File: src/rtl/serial_link_if.sv
// Handshake bundle between position requesters, the link scheduler and the serial frame engine.
interface serial_link_if #(
  parameter int unsigned NUM_REQ = 4,
  parameter int unsigned DATA_W  = 10
);
  localparam int unsigned ID_W = (NUM_REQ > 1) ? $clog2(NUM_REQ) : 1;

  logic [NUM_REQ-1:0]        req_valid;
  logic [NUM_REQ*DATA_W-1:0] req_data;
  logic [NUM_REQ-1:0]        req_ready;
  logic [DATA_W-1:0]         tx_data;
  logic [ID_W-1:0]           tx_id;
  logic                      tx_start;
  logic                      tx_busy;
  logic                      tx_done;

  modport master (
    output req_valid, req_data, tx_busy, tx_done,
    input  req_ready, tx_data, tx_id, tx_start
  );

  modport slave (
    input  req_valid, req_data, tx_busy, tx_done,
    output req_ready, tx_data, tx_id, tx_start
  );
endinterface

File: src/rtl/serial_link_scheduler.sv
// Round-robin scheduler sharing one serial position transmitter among NUM_REQ sources,
// with frame timeout supervision and an enforced idle gap between frames.
module serial_link_scheduler #(
  parameter int unsigned NUM_REQ        = 4,
  parameter int unsigned DATA_W         = 10,
  parameter int unsigned GAP_CYCLES     = 100,
  parameter int unsigned TIMEOUT_CYCLES = 64
) (
  input  logic          clk,
  input  logic          reset,
  serial_link_if.slave  link,
  output logic          link_idle,
  output logic          timeout_err,
  output logic [15:0]   frame_count
);
  localparam int unsigned ID_W  = (NUM_REQ > 1) ? $clog2(NUM_REQ) : 1;
  localparam int unsigned TMO_W = $clog2(TIMEOUT_CYCLES + 1);
  localparam int unsigned GAP_W = (GAP_CYCLES > 0) ? $clog2(GAP_CYCLES + 1) : 1;

  typedef enum logic [1:0] {IDLE, LAUNCH, WAIT_DONE, GAP} state_t;

  state_t             state_q, state_d;
  logic [ID_W-1:0]    rr_ptr_q;
  logic [DATA_W-1:0]  tx_data_q;
  logic [ID_W-1:0]    tx_id_q;
  logic               tx_start_q;
  logic [TMO_W-1:0]   tmo_cnt_q;
  logic [GAP_W-1:0]   gap_cnt_q;

  logic               grant_any;
  logic [ID_W-1:0]    grant_idx;
  logic [ID_W-1:0]    cand;
  logic [DATA_W-1:0]  grant_word;
  logic [NUM_REQ-1:0] ready_c;
  logic               accept, start_d, tmo_err_d, done_d, gap_load;
  logic               tmo_hit, gap_last;

  assign tmo_hit  = (tmo_cnt_q == TMO_W'(TIMEOUT_CYCLES - 1));
  assign gap_last = (gap_cnt_q <= GAP_W'(1));

  assign link.req_ready = ready_c;
  assign link.tx_data   = tx_data_q;
  assign link.tx_id     = tx_id_q;
  assign link.tx_start  = tx_start_q;

  // First valid requester at or after rr_ptr, wrapping modulo NUM_REQ
  always_comb begin
    grant_any  = 1'b0;
    grant_idx  = '0;
    cand       = '0;
    grant_word = '0;
    for (int unsigned k = 0; k < NUM_REQ; k++) begin
      cand = ID_W'((32'(rr_ptr_q) + k) % NUM_REQ);
      if (!grant_any && link.req_valid[cand]) begin
        grant_any = 1'b1;
        grant_idx = cand;
      end
    end
    for (int unsigned k = 0; k < NUM_REQ; k++) begin
      if (ID_W'(k) == grant_idx) grant_word = link.req_data[k*DATA_W +: DATA_W];
    end
  end

  // State register
  always_ff @(posedge clk or posedge reset) begin
    if (reset) state_q <= IDLE;
    else       state_q <= state_d;
  end

  // Next-state logic
  always_comb begin
    state_d = state_q;
    unique case (state_q)
      IDLE:      if (grant_any) state_d = LAUNCH;
      LAUNCH:    if (!link.tx_busy) state_d = WAIT_DONE;
      WAIT_DONE: if (link.tx_done || tmo_hit) state_d = (GAP_CYCLES == 0) ? IDLE : GAP;
      GAP:       if (gap_last) state_d = IDLE;
      default:   state_d = IDLE;
    endcase
  end

  // Output/control decode; ready is held low while reset is asserted
  always_comb begin
    ready_c   = '0;
    accept    = 1'b0;
    start_d   = 1'b0;
    tmo_err_d = 1'b0;
    done_d    = 1'b0;
    gap_load  = 1'b0;
    unique case (state_q)
      IDLE: begin
        if (grant_any && !reset) begin
          accept  = 1'b1;
          ready_c = NUM_REQ'(1) << grant_idx;
        end
      end
      LAUNCH:    start_d = !link.tx_busy;
      WAIT_DONE: begin
        done_d    = link.tx_done;
        tmo_err_d = !link.tx_done && tmo_hit;
        gap_load  = (link.tx_done || tmo_hit) && (GAP_CYCLES != 0);
      end
      GAP:       ;
      default:   ;
    endcase
  end

  // Registered datapath and counters
  always_ff @(posedge clk or posedge reset) begin
    if (reset) begin
      rr_ptr_q    <= '0;
      tx_data_q   <= '0;
      tx_id_q     <= '0;
      tx_start_q  <= 1'b0;
      timeout_err <= 1'b0;
      frame_count <= '0;
      link_idle   <= 1'b1;
      tmo_cnt_q   <= '0;
      gap_cnt_q   <= '0;
    end else begin
      tx_start_q  <= start_d;
      timeout_err <= tmo_err_d;
      link_idle   <= (state_d == IDLE);
      if (accept) begin
        tx_data_q <= grant_word;
        tx_id_q   <= grant_idx;
        rr_ptr_q  <= ID_W'((32'(grant_idx) + 32'd1) % NUM_REQ);
      end
      if (start_d)                 tmo_cnt_q <= '0;
      else if (state_q == WAIT_DONE) tmo_cnt_q <= tmo_cnt_q + TMO_W'(1);
      if (done_d) frame_count <= frame_count + 16'd1;
      if (gap_load)            gap_cnt_q <= GAP_W'(GAP_CYCLES);
      else if (state_q == GAP) gap_cnt_q <= gap_cnt_q - GAP_W'(1);
    end
  end
endmodule

File: src/flat_wrapper.sv
// flat-port wrapper written by rule: the top's interface ports become plain ports
module serial_link_scheduler_flat 
#(
  parameter int unsigned NUM_REQ        = 4,
  parameter int unsigned DATA_W         = 10,
  parameter int unsigned GAP_CYCLES     = 100,
  parameter int unsigned TIMEOUT_CYCLES = 64
)
  (clk, reset, link_idle, timeout_err, frame_count, link_req_valid, link_req_data, link_tx_busy, link_tx_done, link_req_ready, link_tx_data, link_tx_id, link_tx_start);
  serial_link_if #(.NUM_REQ(NUM_REQ), .DATA_W(DATA_W)) link_i ();
  input  logic clk;
  input  logic reset;
  output logic link_idle;
  output logic timeout_err;
  output logic [15:0] frame_count;
  input wire logic [$bits(link_i.req_valid)-1:0] link_req_valid;
  input wire logic [$bits(link_i.req_data)-1:0] link_req_data;
  input wire logic [$bits(link_i.tx_busy)-1:0] link_tx_busy;
  input wire logic [$bits(link_i.tx_done)-1:0] link_tx_done;
  output wire logic [$bits(link_i.req_ready)-1:0] link_req_ready;
  output wire logic [$bits(link_i.tx_data)-1:0] link_tx_data;
  output wire logic [$bits(link_i.tx_id)-1:0] link_tx_id;
  output wire logic [$bits(link_i.tx_start)-1:0] link_tx_start;
  assign link_i.req_valid = link_req_valid;
  assign link_i.req_data = link_req_data;
  assign link_i.tx_busy = link_tx_busy;
  assign link_i.tx_done = link_tx_done;
  assign link_req_ready = link_i.req_ready;
  assign link_tx_data = link_i.tx_data;
  assign link_tx_id = link_i.tx_id;
  assign link_tx_start = link_i.tx_start;
  serial_link_scheduler #(.NUM_REQ(NUM_REQ), .DATA_W(DATA_W), .GAP_CYCLES(GAP_CYCLES), .TIMEOUT_CYCLES(TIMEOUT_CYCLES)) u_core (.clk(clk), .reset(reset), .link(link_i), .link_idle(link_idle), .timeout_err(timeout_err), .frame_count(frame_count));
endmodule
File: config.mk
export PLATFORM = sky130hd
export DESIGN_NAME = serial_link_scheduler_flat
export DESIGN_NICKNAME = d
export VERILOG_FILES = /design/src/rtl/serial_link_if.sv /design/src/rtl/serial_link_scheduler.sv /design/src/flat_wrapper.sv
export SDC_FILE = /design/constraint.sdc
export NUM_CORES = 1
export LEC_CHECK = 0
export ABC_AREA = 1
export BUFFER_PORTS_ARGS = -buffer_cell sky130_fd_sc_hd__buf_4
export CORE_MARGIN = 4
export CORE_UTILIZATION = 24
export DETAILED_ROUTE_END_ITERATION = 16
export GPL_ROUTABILITY_DRIVEN = 0
export PLACE_DENSITY = 0.54
export SLEW_MARGIN = 20
export SYNTH_ARGS = -nofsm -noshare
export SYNTH_HDL_FRONTEND = slang
export SYNTH_SLANG_ARGS = --single-unit
File: constraint.sdc
create_clock -name clk -period 4.05 [get_ports clk]
set_input_delay 0.6075 -clock clk [delete_from_list [all_inputs] [get_ports clk]]
set_output_delay 0.6075 -clock clk [all_outputs]
set_load 0.1 [all_outputs]
==> results of run 1 <==
==> cells by family after synthesis <==
family | count (synthesis) | synth area share [%]
adders and majority gates | 8 | 3.40
and+or+nand+nor | 206 | 32.8
buffers and inverters | 50 | 7.73
AOI/OAI and AO/OA | 53 | 9.60
DFF | 49 | 41.7
xor gates and xnor gates | 16 | 4.76
==> worst register-to-register path: stages, from the launching register on <==
cell	delay [ns]
dfrtp_1	0.60
inv_2	0.16
nand2_1	0.14
nand2_4	0.07
nand2_2	0.08
nand2_2	0.07
nor2_4	0.14
nand3_4	0.12
nand3_1	0.18
inv_1	0.09
ha_1	0.34
nor2_1	0.51
nand2_1	0.10
nand2_1	0.07
o21ai_0	0.09
o21ai_0	0.23
nand2_2	0.08
nand2_1	0.08
==> state kept, by name, indices dropped and copies added, names as in the netlist <==
register / count
u_core.link_idle: 1
u_core.link.tx_id: 2
u_core.state_q: 2
u_core.gap_cnt_q: 7
u_core.frame_count: 16
u_core.timeout_err: 1
u_core.link.tx_start: 1
u_core.link.tx_data: 10
u_core.tmo_cnt_q: 7
u_core.rr_ptr_q: 2
==> final cells by class <==
cell class	count	area share, %
multi-input combinational	283	38.9
sequential	49	32.1
timing repair buffer	84	16.5
tap	147	4.80
inverter	42	4.12
clock buffer	6	3.37
clock inverter	2	0.261
==> placed cells by master, fill, tap and decap left out, types with 3 or more instances in the layout <==
cell type	n
nor2_1	28
xor2_1	12
nand4_1	3
nand2_4	5
nand2_1	123
xnor2_1	4
buf_4	84
nand3_1	19
clkbuf_16	5
nand2_2	14
ha_1	8
nor2_4	4
o21ai_0	33
a21oi_1	13
dfrtp_1	48
inv_2	5
inv_1	37
==> report_power, final <==
group          switching [mW]  internal (mW)  total [mW]
clock                   0.177          0.227       0.405
combinational          0.0611         0.0505       0.112
sequential                  0          0.489       0.489
==> routing by layer <==
| metal | GRT usage (%) | wire length, um | up-vias | share of wire (%) |
|---|---|---|---|---|
| li1 | - | - | 1370 | - |
| met3 | 2.68 | 422 | 11 | 5.8 |
| met2 | 16.7 | 3180 | 76 | 44 |
| met1 | 14.2 | 3570 | 1162 | 49 |
| met5 | 0 | 0 | - | 0 |
| met4 | 2.39 | 77 | 0 | 1.1 |
==> how the worst max path moves through the flow <==
stage	from	end	slack [ns]	depth (start not counted)
2_1_floorplan	reset	link_req_ready[0]	0.05	4
3_3_place_gp	link_req_valid[3]	link_req_ready[2]	0.86	14
3_5_place_dp	u_core.rr_ptr_q[0]$_DFFE_PP0P_	link_req_ready[2]	0.74	14
4_1_cts	u_core.rr_ptr_q[0]$_DFFE_PP0P_	link_req_ready[2]	0.43	14
5_1_grt	u_core.rr_ptr_q[0]$_DFFE_PP0P_	link_req_ready[2]	0.06	14
6_report	u_core.rr_ptr_q[0]$_DFFE_PP0P_	link_req_ready[2]	0.44	14
==> impl_metrics.toml, run 1 <==
[global_routing]
antenna_found_initial = 0
grt_usage_pct = 10.4
grt_pass1_wl_um = 12500
grt_max_degree = 50
first_global_vias = 2584
grt_remaining_overflow = 0

[synth]
ys_ff_latch = 49
synth_top_area_cell = "dfrtp_1"
syn_inst = 382
synth_edf_count = 0
yosysMostFrequentCell = "nand2_1"
synth_area_um2 = 2950
synth_cell_type_count = 33
syn_avg_cell_area_um2 = 7.71
synth_top_flop_cell = "dfrtp_1"
ys_top_cells_by_area = "dfrtp_1, nand2_1, o21ai_0"
synthArstFlopShare_pct = 100
syn-num-nets = 438
seq_area_frac_synth_pct = 41.7
netlist.area_leader.share_pct = 40.8
yosys-top-cells-count = "nand2_1, dfrtp_1, inv_1, o21ai_0, nor2_1"
yosys_warnings = 0

[sta]
fin_crit_sh_pct = 89.1
slew_headroom_pct = 58.0
rsz0062_at_grt = "no"
fin_hold_ws_ns = 0.488
fmaxAchievable_mhz = 277
fin_skew_ns = 0.00465
setup_ws_ns = 0.442
setup_tns_ns = 0
tightest_slew_ns = 0.631
fin_crit_ns = 3.61
setup_viol = 0
finalHoldViolCount = 0
slew_violations = 0

[placement]
place_area_um2 = 3690
hpwl_um = 5660
dp.cells = 605
io_buffers = 82
post-place-ws_ns = 0.737

[setup_path]
reg2reg_from = "u_core.rr_ptr_q[0]$_DFFE_PP0P_"
start_kind = "register"
cpPeakStageDelay_ns = 0.60
reg2reg_depth = 17
cp_slowest_cell = "dfrtp_1"
crit_path_end_kind = "output pin"
critPathArrivalTime_ns = 3.00
crit_chain = "inv_2 -> nand2_1 -> nand2_4 -> nand2_2 -> nand2_2 -> nor2_4 -> nand3_1 -> nand3_1 -> nand2_1 -> inv_1 -> ha_1 -> inv_1 -> nor2_1 -> buf_4"
required_ns = 3.44
worstPathMaxFanout = 11
critPathTopFamily = "simple AND/OR/NAND/NOR gates"
path_buf_inv = 4
rrSetupSlack_ns = 0.83
r2r-end = "u_core.link.tx_data[5]$_DFFE_PP0P_"
path_class = "register to output pin"

[final_layout]
final_cells = 613
design_area_um2 = 3830
multi_input_area_um2 = 1490
layout.nets = 521
final_util_pct = 31.9
area_growth_pct = 30.0
regArea_um2 = 1230
fillers = 1259
drive_above_1_share_pct = 27.5
diodes = 0

[pwr]
max-vdd-ir-drop_mv = 0.141
fin_total_pwr_mw = 1.01
powerDensity_nw_per_um2 = 263
p_leak_nw = 1.96

[clock_tree]
numCtsBuffers = 5
cts_root_buffer = "clkbuf_16"
cts_tree = "yes"
hold_buffers = 0
cts.sinks = 49
cts_buffer_depth = 2
cts_max_level = 2
clkLatencyLatePin_ns = 0.29
ctsResizeCount = 0
postCtsSetupBuffers = 0
path_clk_slew_ns = 0.06

[detailed_routing]
drc = 0
detail_route.iter0.violations = 223
antenna_left = 0
wl_per_cell_um = 11.8
detail_route.wirelength_um = 7250
vias_per_cell = 4.27
vias = 2619
drtPass1Iterations = 4

[floorplan]
initial_utilization_pct = 24.5
ios = 83
die-area_um2 = 14100
die_y_um = 119
die_w_um = 119
rows = 40
coreArea_um2 = 12000

[job]
cap_violations = 0

[run_status]
status = "complete, no violations"

[worst_hold_path]
hp-class = "register to register"
hold_path_end = "u_core.link.tx_data[8]$_DFFE_PP0P_"
hold_path_depth = 2
worstHoldStart = "u_core.link.tx_data[8]$_DFFE_PP0P_"
Power figures use the tool's default switching activity.
==> run 2, diff against run 1 <==
--- a/config.mk
+++ b/config.mk
@@ -13,4 +13,2 @@
 export GPL_ROUTABILITY_DRIVEN = 0
-export PLACE_DENSITY = 0.54
-export SLEW_MARGIN = 20
 export SYNTH_ARGS = -nofsm -noshare
--- a/constraint.sdc
+++ b/constraint.sdc
@@ -3,2 +3,2 @@
 set_output_delay 0.6075 -clock clk [all_outputs]
-set_load 0.1 [all_outputs]
+set_load 0.005 [all_outputs]
==> run 2 against run 1 <==
- design area grew 0.16%
- flip-flop and latch count is the same
- maximum frequency grew 7.7%
- clock skew grew 0.00058 ns
- largest power group unchanged
- clock power grew 3%
==> impl_metrics.toml, run 2 (same netlist as run 1, synthesis figures left out) <==
[sta]
tightest_slew_ns = 0.660
rsz0062_at_grt = "no"
setup_tns_ns = 0
slew_headroom_pct = 56.0
fmaxAchievable_mhz = 299
fin_crit_ns = 3.35
fin_hold_ws_ns = 0.491
setup_viol = 0
finalHoldViolCount = 0
fin_skew_ns = 0.00522
slew_violations = 0
fin_crit_sh_pct = 82.7

[setup_path]
reg2reg_depth = 17
worstPathMaxFanout = 11
r2r-end = "u_core.link.tx_data[8]$_DFFE_PP0P_"
critPathMostFrequentCell = "nand2_1"
cp_slowest_cell = "dfrtp_1"
crit_path_end_kind = "output pin"
path_class = "register to output pin"
start_kind = "register"
crit_chain = "inv_2 -> nand2_1 -> nand2_1 -> nand2_1 -> nand2_2 -> nor2_4 -> nand3_1 -> nand3_1 -> nand2_1 -> inv_1 -> ha_1 -> inv_1 -> nor2_1 -> buf_4"
cpPeakStageDelay_ns = 0.58
required_ns = 3.44
rrSetupSlack_ns = 0.85
reg2reg_from = "u_core.rr_ptr_q[0]$_DFFE_PP0P_"
critPathArrivalTime_ns = 2.74

[clock_tree]
cts.sinks = 49
hold_buffers = 0
postCtsSetupBuffers = 0
clkLatencyLatePin_ns = 0.28
path_clk_slew_ns = 0.07
cts_max_level = 2
cts_buffer_depth = 2
ctsResizeCount = 0
numCtsBuffers = 5
cts_root_buffer = "clkbuf_16"
cts_tree = "yes"

[worst_hold_path]
hp-class = "register to register"
hold_path_end = "u_core.link.tx_data[7]$_DFFE_PP0P_"
hold_path_depth = 2
worstHoldStart = "u_core.link.tx_data[7]$_DFFE_PP0P_"

[final_layout]
layout.nets = 521
final_cells = 613
final_cell_mix = "nand2_1, buf_4, dfrtp_1"
fillers = 1316
drive_above_1_share_pct = 27.5
largest_reg_flops = 16
area_growth_pct = 30.2
final_common_cell = "nand2_1"
regMostFlops = "u_core.frame_count"
diodes = 0

[pwr]
p_leak_nw = 1.96
powerDensity_nw_per_um2 = 266
fin_total_pwr_mw = 1.02
max-vdd-ir-drop_mv = 0.184

[floorplan]
die_w_um = 119
die-area_um2 = 14100
coreArea_um2 = 12000
rows = 40
ios = 83
die_y_um = 119
initial_utilization_pct = 24.5

[job]
cap_violations = 0

[detailed_routing]
drc = 0
antenna_left = 0
vias = 2717
vias_per_cell = 4.43
detail_route.wirelength_um = 7870
wl_per_cell_um = 12.8
drtPass1Iterations = 4
detail_route.iter0.violations = 123

[global_routing]
antenna_found_initial = 0
grt_usage_pct = 11.3
grt_pass1_wl_um = 13400
grt_remaining_overflow = 0
grt_max_degree = 50
first_global_vias = 2762

[placement]
io_buffers = 82
dp.cells = 605
hpwl_um = 6120

[run_status]
status = "complete, no violations"
run 2: worst max-delay path by stage:
stage | from | end | slack, ns | cells past startpoint
floorplan | reset | link_req_ready[0] | 1.21 | 4
global placement | link_req_valid[3] | u_core.link.tx_data[8]$_DFFE_PP0P_ | 0.95 | 17
detailed placement | link_req_valid[0] | u_core.link.tx_data[8]$_DFFE_PP0P_ | 0.84 | 17
CTS | u_core.rr_ptr_q[0]$_DFFE_PP0P_ | link_req_ready[2] | 0.69 | 14
global route | u_core.rr_ptr_q[0]$_DFFE_PP0P_ | link_req_ready[2] | 0.38 | 14
finish | u_core.rr_ptr_q[0]$_DFFE_PP0P_ | link_req_ready[2] | 0.70 | 14
run 2: report_power, final:
part	internal [mW]	switching (mW)
Combinational	0.0503	0.0632
Sequential	0.489	0
Clock	0.231	0.188
Total	0.770	0.251
run 2: worst max-delay path, delay by kind of cell, from the launching register on:
family,cells,cell delay [ns]
AND/OR/NAND/NOR,9,0.93
adder cells (fa/ha/maj),1,0.35
buffers and inverters,4,0.60
flip-flops,1,0.58
run 2: through the flow:
step | util [%] | area [um^2] | worst slack [ns]
after floorplan | - | 2950 | 1.21
after global placement | 30.7 | 3690 | 0.946
after detailed placement | 30.7 | 3690 | 0.841
after CTS | 31.9 | 3830 | 0.686
after global routing | 31.9 | 3830 | 0.384
final | 31.9 | 3830 | 0.701
run 2: final cells by class:
cell class | count | area (um^2) | area share, %
repair buffers | 84 | 631 | 16.4
inverters | 42 | 158 | 4.11
flip-flops and latches | 49 | 1230 | 32.0
multi-input cells | 283 | 1490 | 38.9
clock inverters | 2 | 16.3 | 0.424
clock buffers | 6 | 129 | 3.36
well taps | 147 | 184 | 4.80
run 2: metal layers:
metal  global-route usage, %  vias up  share of wire, %
met5                       0        -                 0
met4                    1.88        0              0.48
met1                    14.5     1268                45
met2                    19.7       70                49
li1                        -     1375                 -
met3                    2.63        4               5.6
==> run 3, diff against run 2 <==
- clock period: 4.05 -> 2.9 ns (I/O delays scaled with it)
==> run 3 against run 2 <==
- clock skew decreased by 0.00053 ns
- register-to-register slack got worse by 0.49 ns
- clock power increased by 47%
- setup slack got worse by 0.49 ns
- combinational power increased by 47%
- cell count increased by 0.98%
- design area increased by 2.7%
- total power increased by 44%
- critical path depth unchanged
- critical path type unchanged
==> impl_metrics.toml, run 3 (same netlist as run 1, synthesis figures left out) <==
[sta]
finalHoldViolCount = 0
setup_tns_ns = 0
tightest_slew_ns = 0.641
rsz0062_at_grt = "no"
slew_headroom_pct = 57.3
setup_ws_ns = 0.215
fin_crit_ns = 2.68
fin_skew_ns = 0.00470
setup_viol = 0
fin_crit_sh_pct = 92.6
slew_violations = 0
fmaxAchievable_mhz = 373

[final_layout]
area_growth_pct = 33.7
layout.nets = 527
regArea_um2 = 1230
regMostFlops = "u_core.frame_count"
final_cells = 619
final_util_pct = 32.8
fillers = 1276
multi_input_area_um2 = 1530
final_cell_mix = "nand2_1, buf_4, dfrtp_1"
largest_reg_flops = 16
final_common_cell = "nand2_1"
drive_above_1_share_pct = 30.5
diodes = 0

[pwr]
max-vdd-ir-drop_mv = 0.205
swShare_pct = 24.5
fin_total_pwr_mw = 1.47
powerDensity_nw_per_um2 = 372
intPower_mw = 1.11
p_leak_nw = 2.00
pwr-share-comb_pct = 11.4
clkPwrFrac_pct = 42.0
seq_power_share_pct = 46.5
p_sw_uw = 359

[setup_path]
reg2reg_depth = 18
reg2reg_from = "u_core.rr_ptr_q[0]$_DFFE_PP0P_"
critPathMostFrequentCell = "nand2_2"
cpPeakStageDelay_ns = 0.40
r2r-end = "u_core.link.tx_data[8]$_DFFE_PP0P_"
required_ns = 2.47
critPathTopFamily = "simple AND/OR/NAND/NOR gates"
crit_chain = "buf_4 -> nand2_2 -> nand2_4 -> nand2_2 -> nand2_2 -> nor2_4 -> nand3_4 -> nand3_4 -> inv_1 -> ha_1 -> buf_6 -> inv_1 -> nor2_1 -> buf_4"
rrSetupSlack_ns = 0.36
cp_slowest_cell = "dfrtp_1"
critPathArrivalTime_ns = 2.25
path_buf_inv = 5
worstPathMaxFanout = 11
start_kind = "register"
crit_path_end_kind = "output pin"
path_class = "register to output pin"

[detailed_routing]
antenna_left = 0
drtPass1Iterations = 4
detail_route.wirelength_um = 7620
detail_route.iter0.violations = 96
drc = 0
vias = 2698
vias_per_cell = 4.36
wl_per_cell_um = 12.3

[floorplan]
rows = 40
die_w_um = 119
die-area_um2 = 14100
ios = 83
die_y_um = 119
coreArea_um2 = 12000
initial_utilization_pct = 24.5

[worst_hold_path]
worstHoldStart = "link_tx_done"
hold_path_depth = 2
hold_path_end = "u_core.timeout_err$_DFF_PP0_"
hp-class = "primary input to register"

[placement]
io_buffers = 82
hpwl_um = 5890
dp.cells = 609
post-place-ws_ns = 0.281

[global_routing]
grt_usage_pct = 11.2
first_global_vias = 2791
grt_remaining_overflow = 0
grt_pass1_wl_um = 13400
antenna_found_initial = 0
grt_max_degree = 50

[clock_tree]
hold_buffers = 0
cts_max_level = 2
cts.sinks = 49
path_clk_slew_ns = 0.07
clkLatencyLatePin_ns = 0.29
cts_tree = "yes"
cts_buffer_depth = 2
numCtsBuffers = 5
cts_root_buffer = "clkbuf_16"

[run_status]
status = "complete, no violations"

[job]
cap_violations = 0
## run 3: cell types whose count changed in the layout (fill, tap and decap cells not counted), sizes merged
cell      delta
clkinvlp     -1
buf          +6
inv          +1
## run 3: layer usage
| layer | vias up | part of all wire [%] | global-route usage (%) | wire, um |
|---|---|---|---|---|
| met5 | - | 0 | 0 | 0 |
| met4 | 0 | 1.0 | 2.24 | 76 |
| met3 | 10 | 5.6 | 2.63 | 424 |
| met2 | 76 | 47 | 19.0 | 3620 |
| met1 | 1234 | 46 | 14.7 | 3500 |
| li1 | 1378 | - | - | - |
## run 3: through the flow
step | hold WS [ns] | instance area, um^2
floorplan | 0.463 | 2950
global placement | 0.471 | 3720
detailed placement | 0.472 | 3720
CTS | 0.314 | 3880
global route | 0.315 | 3940
finish | 0.325 | 3940
## run 3: power by group through the flow
stage	Sequential [mW]	Combinational [mW]	Clock [mW]
final	0.683	0.168	0.617
after global routing	0.683	0.192	0.669
after CTS	0.683	0.164	0.642
after detailed placement	0.696	0.163	0
after global placement	0.696	0.161	0
after floorplan	0.696	0.0845	0
## run 3: cell type report
cell class              instances  area share, %
clock buffers                   6           3.53
repair buffers                 90           17.2
well taps                     147           4.67
multi-input cells             283           38.9
clock inverters                 2          0.445
inverters                      42           4.07
flip-flops and latches         49           31.2
## run 3: how the worst max path moves through the flow
| stage | from | to | slack, ns | depth (start not counted) |
|---|---|---|---|---|
| floorplan | reset | link_req_ready[0] | 0.40 | 4 |
| global placement | link_req_valid[0] | u_core.link.tx_data[8]$_DFFE_PP0P_ | 0.37 | 18 |
| detailed placement | link_req_valid[0] | u_core.link.tx_data[8]$_DFFE_PP0P_ | 0.28 | 18 |
| CTS | u_core.rr_ptr_q[0]$_DFFE_PP0P_ | link_req_ready[1] | 0.09 | 13 |
| global route | u_core.rr_ptr_q[0]$_DFFE_PP0P_ | link_req_ready[1] | 0.03 | 14 |
| finish | u_core.rr_ptr_q[0]$_DFFE_PP0P_ | link_req_ready[1] | 0.22 | 14 |
## run 3: timing repair
action | CTS | global route
setup endpoints to repair | 0 | 7
gates resized for setup | 0 | 13
setup buffers | 0 | 2
